**src/rtl/cordic_gain_output.sv**
```systemverilog
// cordic_gain_output: CORDIC gain compensation (x,y * K) with a FWFT valid/ready output FIFO
// Ports:
//   clk, rst               clock, synchronous active-high reset
//   x_in, y_in, z_in       final rotation stage results (signed), qualified by in_valid
//   x_out, y_out, z_out    FIFO head: K*x, K*y, z unchanged; qualified by out_valid
//   out_ready              consumer accepts the head this cycle
//   fifo_level             occupied FIFO entries
//   overflow               sticky flag: a result was dropped because the FIFO was full
// Build option: define CORDIC_ROUND_EN to round half-up before the shift (default truncates).
module cordic_gain_output #(
  parameter int WIDTH = 32,
  parameter int FRAC = 30,
  parameter logic [WIDTH-1:0] GAIN = 32'h26DD3B6A,
  parameter int DEPTH = 4
) (
  input  logic                       clk,
  input  logic                       rst,
  input  logic [WIDTH-1:0]           x_in,
  input  logic [WIDTH-1:0]           y_in,
  input  logic [WIDTH-1:0]           z_in,
  input  logic                       in_valid,
  output logic [WIDTH-1:0]           x_out,
  output logic [WIDTH-1:0]           y_out,
  output logic [WIDTH-1:0]           z_out,
  output logic                       out_valid,
  input  logic                       out_ready,
  output logic [$clog2(DEPTH):0]     fifo_level,
  output logic                       overflow
);
  localparam int AW = $clog2(DEPTH);
  localparam int PW = 2 * WIDTH;
  localparam logic signed [PW-1:0] GAIN_EXT = {{WIDTH{GAIN[WIDTH-1]}}, GAIN};
`ifdef CORDIC_ROUND_EN
  localparam logic signed [PW-1:0] RND = PW'(1) << (FRAC - 1);
`else
  localparam logic signed [PW-1:0] RND = '0;
`endif
  logic signed [PW-1:0] w_xe, w_ye, r_px, r_py;
  logic [WIDTH-1:0] w_rx, w_ry;
  logic [WIDTH-1:0] r_z1, r_x2, r_y2, r_z2;
  logic r_v1, r_v2;
  logic [WIDTH-1:0] r_mx [DEPTH];
  logic [WIDTH-1:0] r_my [DEPTH];
  logic [WIDTH-1:0] r_mz [DEPTH];
  logic [AW-1:0] r_wp, r_rp;
  logic [AW:0] r_lvl;
  logic r_ovf;
  logic w_full, w_pop, w_wr;
  assign w_xe = {{WIDTH{x_in[WIDTH-1]}}, x_in};
  assign w_ye = {{WIDTH{y_in[WIDTH-1]}}, y_in};
  // |GAIN| < 1.0 so the scaled result always fits back into WIDTH bits
  assign w_rx = WIDTH'((r_px + RND) >>> FRAC);
  assign w_ry = WIDTH'((r_py + RND) >>> FRAC);
  assign w_full = r_lvl == (AW+1)'(DEPTH);
  assign out_valid = r_lvl != '0;
  assign w_pop = out_valid & out_ready;
  // a pop in the same cycle frees the slot, so a full FIFO still accepts the write
  assign w_wr = r_v2 & (!w_full | w_pop);
  assign x_out = r_mx[r_rp];
  assign y_out = r_my[r_rp];
  assign z_out = r_mz[r_rp];
  assign fifo_level = r_lvl;
  assign overflow = r_ovf;
  always_ff @(posedge clk) begin
    if (rst) begin
      r_px <= '0;
      r_py <= '0;
      r_z1 <= '0;
      r_v1 <= 1'b0;
      r_x2 <= '0;
      r_y2 <= '0;
      r_z2 <= '0;
      r_v2 <= 1'b0;
      r_wp <= '0;
      r_rp <= '0;
      r_lvl <= '0;
      r_ovf <= 1'b0;
      for (int i = 0; i < DEPTH; i++) begin
        r_mx[i] <= '0;
        r_my[i] <= '0;
        r_mz[i] <= '0;
      end
    end else begin
      r_px <= w_xe * GAIN_EXT;
      r_py <= w_ye * GAIN_EXT;
      r_z1 <= z_in;
      r_v1 <= in_valid;
      r_x2 <= w_rx;
      r_y2 <= w_ry;
      r_z2 <= r_z1;
      r_v2 <= r_v1;
      if (w_wr) begin
        r_mx[r_wp] <= r_x2;
        r_my[r_wp] <= r_y2;
        r_mz[r_wp] <= r_z2;
        r_wp <= r_wp + AW'(1);
      end
      if (w_pop) r_rp <= r_rp + AW'(1);
      r_lvl <= r_lvl + (AW+1)'(w_wr) - (AW+1)'(w_pop);
      r_ovf <= r_ovf | (r_v2 & w_full & !w_pop);
    end
  end
endmodule

```
**config.mk**
```make
export PLATFORM = sky130hd
export DESIGN_NAME = cordic_gain_output
export DESIGN_NICKNAME = d
export VERILOG_FILES = /design/src/rtl/cordic_gain_output.sv
export SDC_FILE = /design/constraint.sdc
export NUM_CORES = 2
export LEC_CHECK = 0
export CORE_MARGIN = 3
export CORE_UTILIZATION = 25
export DETAILED_ROUTE_END_ITERATION = 6
export PLACE_DENSITY_LB_ADDON = 0.2
export REMOVE_ABC_BUFFERS = 1
export SETUP_SLACK_MARGIN = 0.2
export SLEW_MARGIN = 40
export SYNTH_ARGS = -nofsm -noshare
export SYNTH_HDL_FRONTEND = slang
export SYNTH_SLANG_ARGS = --single-unit
export TNS_END_PERCENT = 10
```
**constraint.sdc**
```tcl
create_clock -name clk -period 10.7 [get_ports clk]
set_clock_uncertainty 0.05 [all_clocks]
set_input_delay 1.07 -clock clk [delete_from_list [all_inputs] [get_ports clk]]
set_output_delay 1.07 -clock clk [all_outputs]
set_load 0.01 [all_outputs]
```
# == Yosys cells after proc, flatten, opt, wreduce, memory -nomap -nowiden ==
# Memories as Yosys holds them, arrays and structs flattened. A register that Yosys moved wholly into a read port is not among the register bits.
# Index checks and enable logic that the tools add are counted.
# totals
register_bits,260
ram_bits,384
inputBits,100
wordCells,54
mem_count,3
# mem_list
memory,words,word_bits,read_ports,rd_ports_with_merged_regs,wr,line_no,source
r_mx,4,32,1,1,4,42,logic [WIDTH-1:0] r_mx [DEPTH];
r_my,4,32,1,1,4,43,logic [WIDTH-1:0] r_my [DEPTH];
r_mz,4,32,1,1,4,44,logic [WIDTH-1:0] r_mz [DEPTH];
# op_classes
addsub,4
mul,2
eq_ne,1
mux,20
bitwise,6
n_reduce_logical,6
# ops
cell,count
multiplier 32 x 30 -> 61 bit (second input constant),2
2-to-1 mux 32 bit,3
OR reduction 32 bit,3
2-to-1 mux 2 bit,9
2-to-1 mux 1 bit,8
adder 2 x 1 -> 2 bit (second input constant),2
bitwise AND 1 bit,4
adder 3 x 1 -> 3 bit,1
== test 3 bit (second input constant),1
nonzero test 3 bit,1
subtractor 3 x 1 -> 3 bit,1
zero test 1 bit,2
OR 1 bit,2

# == Logic depth before layout (Yosys ltp) ==
# logic_depth
word_depth,9
ltp_mapped,28
ltp_nobuf,28

# == Worst setup path before layout ==
# OpenSTA, ideal clock, no wires.
# synth_timing
path_type,input to register
from,input x_in[16]
to,register r_px[58]
setup_ns,0.128
arrival_ns,7.243
required_time_ns,10.522
slack_ns,3.279
path_stages,25
path_buffers,1
path_cell_list,ha_1 clkbuf_1 xor2_1 ha_1 xnor2_1 ha_1 nand2b_1 fa_1 fa_1 fa_1 fa_1 inv_1 fa_1 inv_1 ha_1 a21o_1 a21o_1 a21o_1 o31ai_1 a211oi_2 nor3_4 o21ai_2 a211oi_2 xor2_1 nor2_1
# synth_between
elab_chain_cells,1
# synth_lines
element,line_no,source
from (decl),18,"input logic [WIDTH-1:0] x_in,"
multiplier 32 x 30 -> 61 bit,84,r_px <= w_xe * GAIN_EXT;
to (signal assigned),84,
to (decl),38,"logic signed [PW-1:0] w_xe, w_ye, r_px, r_py;"
# Every way passes these cells.
# A chain may end at the register's enable or synchronous reset.

# == Worst setup path after layout ==
# layout_timing
from,input y_in[11]
to,register r_py[52]
# layout_between
elab_chain_cells,1
# layout_lines
element,line_no,source
from (decl),19,"input logic [WIDTH-1:0] y_in,"
multiplier 32 x 30 -> 61 bit,85,r_py <= w_ye * GAIN_EXT;
to (signal assigned),85,
to (decl),38,
# Every way passes these cells.

==> impl_metrics.env <==
export IMPL_area_growth_pct=13.8
export IMPL_synth_edf_count=384
export IMPL_synth_area_leader_cell="fa_1"
export IMPL_ff2ff_path_depth=6
export IMPL_synthCells=5335
export IMPL_clkLatencyLatePin_ns=0.66
export IMPL_worst_slew_pin_slew_ns=0.835
export IMPL_grt_pass1_vias=40439
export IMPL_hpwl_um=152000
export IMPL_syn_area_um2=59200
export IMPL_synth_main_ff_cell="edfxtp_1"
export IMPL_synth_warnings=0
export IMPL_hold_class="reg2reg"
export IMPL_io_pins=201
export IMPL_grt_pass1_wl_um=271000
export IMPL_worst_setup_path_type="in2reg"
export IMPL_core_um2=235000
export IMPL_slowest_stage="clkdlybuf4s50_1"
export IMPL_synthDistinctLibCells=83
export IMPL_hold_violations=0
export IMPL_drt_iter0_drc=1769
export IMPL_fp_dieH_um=493
export IMPL_cts_resized=0
export IMPL_synth_top_area_share=0.292
export IMPL_crit_fanout=8
export IMPL_crit_top_cell="fa_1"
export IMPL_drive_gt1_frac=0.0503
export IMPL_path_cells="clkdlybuf4s50_1, ha_1, xor2_1, ha_1, inv_1, fa_1, fa_1, inv_1, fa_1, fa_1, fa_1, inv_1, fa_1, inv_1, ha_1, nand3_1, nor2_1, nand2_1, a211oi_1, o21ai_0, a31oi_1, a21oi_1, xor2_1, nor2_1"
export IMPL_avgSynthCellArea_um2=11.1
export IMPL_nets=7200
export IMPL_drtAntennaViolNets=0
export IMPL_max_stage_delay_ns=0.73
export IMPL_first_pass_iters=5
export IMPL_cts_buffer_depth=3
export IMPL_drv_cap=0
export IMPL_place_gp_congestion=0.898
export IMPL_grt_overflow_total=0
export IMPL_cts_tree="built"
export IMPL_fmax_mhz=116
export IMPL_startpoint_type="primary input"
export IMPL_htreeDepth=3
export IMPL_run_status="complete, no violations"
export IMPL_root_buffer="clkbuf_16"
export IMPL_final_max_slew_violation_count=0
export IMPL_cts_hold_buffers=0
export IMPL_cts_buffers=68
export IMPL_hold_depth=1
export IMPL_grtUsageTotal=0.151
export IMPL_routedWlPerCell_um=21.0
export IMPL_cts_sinks=588
export IMPL_crit_arrival_ns=9.04
export IMPL_antenna_found_initial=4
export IMPL_post_route_period_util=0.804
export IMPL_yosysSeqAreaShare=0.264
export IMPL_routed_via_density=4.21
export IMPL_fp_dieW_um=493
export IMPL_maxSlewHeadroom=0.443
export IMPL_vias=36695
export IMPL_grt_setup_unrepaired="no"
export IMPL_finalWirelength_um=183000
export IMPL_initial_core_util=0.252
export IMPL_cp_required_ns=11.14
export IMPL_grt_max_degree=78
export IMPL_route_detailed_drc=0
export IMPL_ys_ff_latch=588
export IMPL_synth_async_sr_flop_share=0
export IMPL_period_minus_slack_ns=8.61
export IMPL_tns_ns=0
export IMPL_port_buffers=200
export IMPL_endpoint_kind="flip-flop"
export IMPL_clk_pin_slew_worst_paths_ns=0.06
export IMPL_setup_viol=0
export IMPL_dieArea_um2=243000
export IMPL_cts_setup_buffers=0
export IMPL_top_regs="r_mx (128), r_my (128), r_mz (128)"
export IMPL_rows=178
export IMPL_synthTopCellsByArea="fa_1 29%, edfxtp_1 19%, ha_1 15%, inv_1 8.4%, dfxtp_1 6.9%"
[worst max-delay path, delay by kind of cell]
family / cells / cell delay, ns
and+or+nand+nor: 4 / 0.35
xor gates and xnor gates: 2 / 0.42
AOI/OAI and AO/OA: 4 / 1.57
adders and majority gates: 9 / 4.63
buffers and inverters: 5 / 0.98
[Yosys cell counts (all sizes together) (26+ instances only)]
cell and count:
a21o 129, a21oi 156, and2 105, clkbuf 103, dfxtp 204, edfxtp 384, fa 864, ha 724
inv 1321, mux4 96, nand2 210, nand4 34, nor2 305, nor2b 146, nor3 28, o21ai 73
o21bai 26, xnor2 94, xor2 131
[final cells by class]
type / instances / area, um2
tap: 3150 / 3940
inverter: 1321 / 4960
sequential: 588 / 15600
timing repair buffer: 231 / 2350
clock buffer: 97 / 1920
multi-input combinational: 3302 / 38200
antenna: 1 / 2.50
fill: 24746 / 168000
clock inverter: 28 / 365
[path summary, 6_finish.rpt]
| check | startpoint | to | slack (ns) |
|---|---|---|---|
| setup / recovery | y_in[11] | r_py[52]$_SDFF_PP0_ | 2.09 |
| setup reg to reg | fifo_level[1]$_SDFF_PP0_ | r_my[0][20]$_SDFFCE_PN0P_ | 7.62 |
| hold / removal | r_z1[20]$_SDFF_PP0_ | r_z2[20]$_SDFF_PP0_ | 0.38 |
| hold reg to reg | r_z1[20]$_SDFF_PP0_ | r_z2[20]$_SDFF_PP0_ | 0.38 |
[per-layer routing]
layer	wire [um]	track usage
met1	78900	0.193
met2	93300	0.268
met3	5670	0.0166
met4	5440	0.0420
met5	13	0
[metrics by stage]
step,hold WS (ns),utilization,std cells,area [um2],setup WS (ns)
after floorplan,0.364,-,5211,58700,2.84
after global placement,0.369,0.276,8587,64900,1.36
after detailed placement,0.373,0.276,8589,65000,1.39
after CTS,0.386,0.286,8714,67300,2.07
after global routing,0.398,0.286,8717,67400,1.85
final,0.382,0.286,8718,67400,2.09
[placed cells by master, fill, tap and decap left out, types with 22 or more instances in the layout]
cell type / synthesis / layout
ha_1: 724 / 724
nand4_1: 34 / 34
nor2b_1: 146 / 146
fa_1: 864 / 864
o21ai_0: 64 / 64
nor2_1: 305 / 304
a21o_1: 128 / 128
edfxtp_1: 384 / 384
nand2_1: 210 / 210
dfxtp_1: 204 / 202
clkbuf_16: 0 / 68
nor3_1: 26 / 26
clkdlybuf4s50_1: 0 / 197
inv_1: 1321 / 1320
and2_1: 104 / 104
xor2_1: 131 / 131
o21bai_1: 24 / 22
a21oi_1: 150 / 149
mux4_2: 96 / 96
o21a_1: 22 / 22
xnor2_1: 94 / 94
[kinds of logic after synthesis]
logic type / after synthesis / synth area share
flip-flops: 588 / 0.264
buffers and inverters: 1445 / 0.0920
multiplexers: 102 / 0.0376
AND/OR/NAND/NOR: 893 / 0.0728
AO/OA/AOI/OAI: 494 / 0.0555
adder cells (fa/ha/maj): 1588 / 0.445
XOR/XNOR: 225 / 0.0333
Power is left out: the tool's default activity adds up to more than one toggle a clock period on the data nets, which glitch-free logic cannot reach.
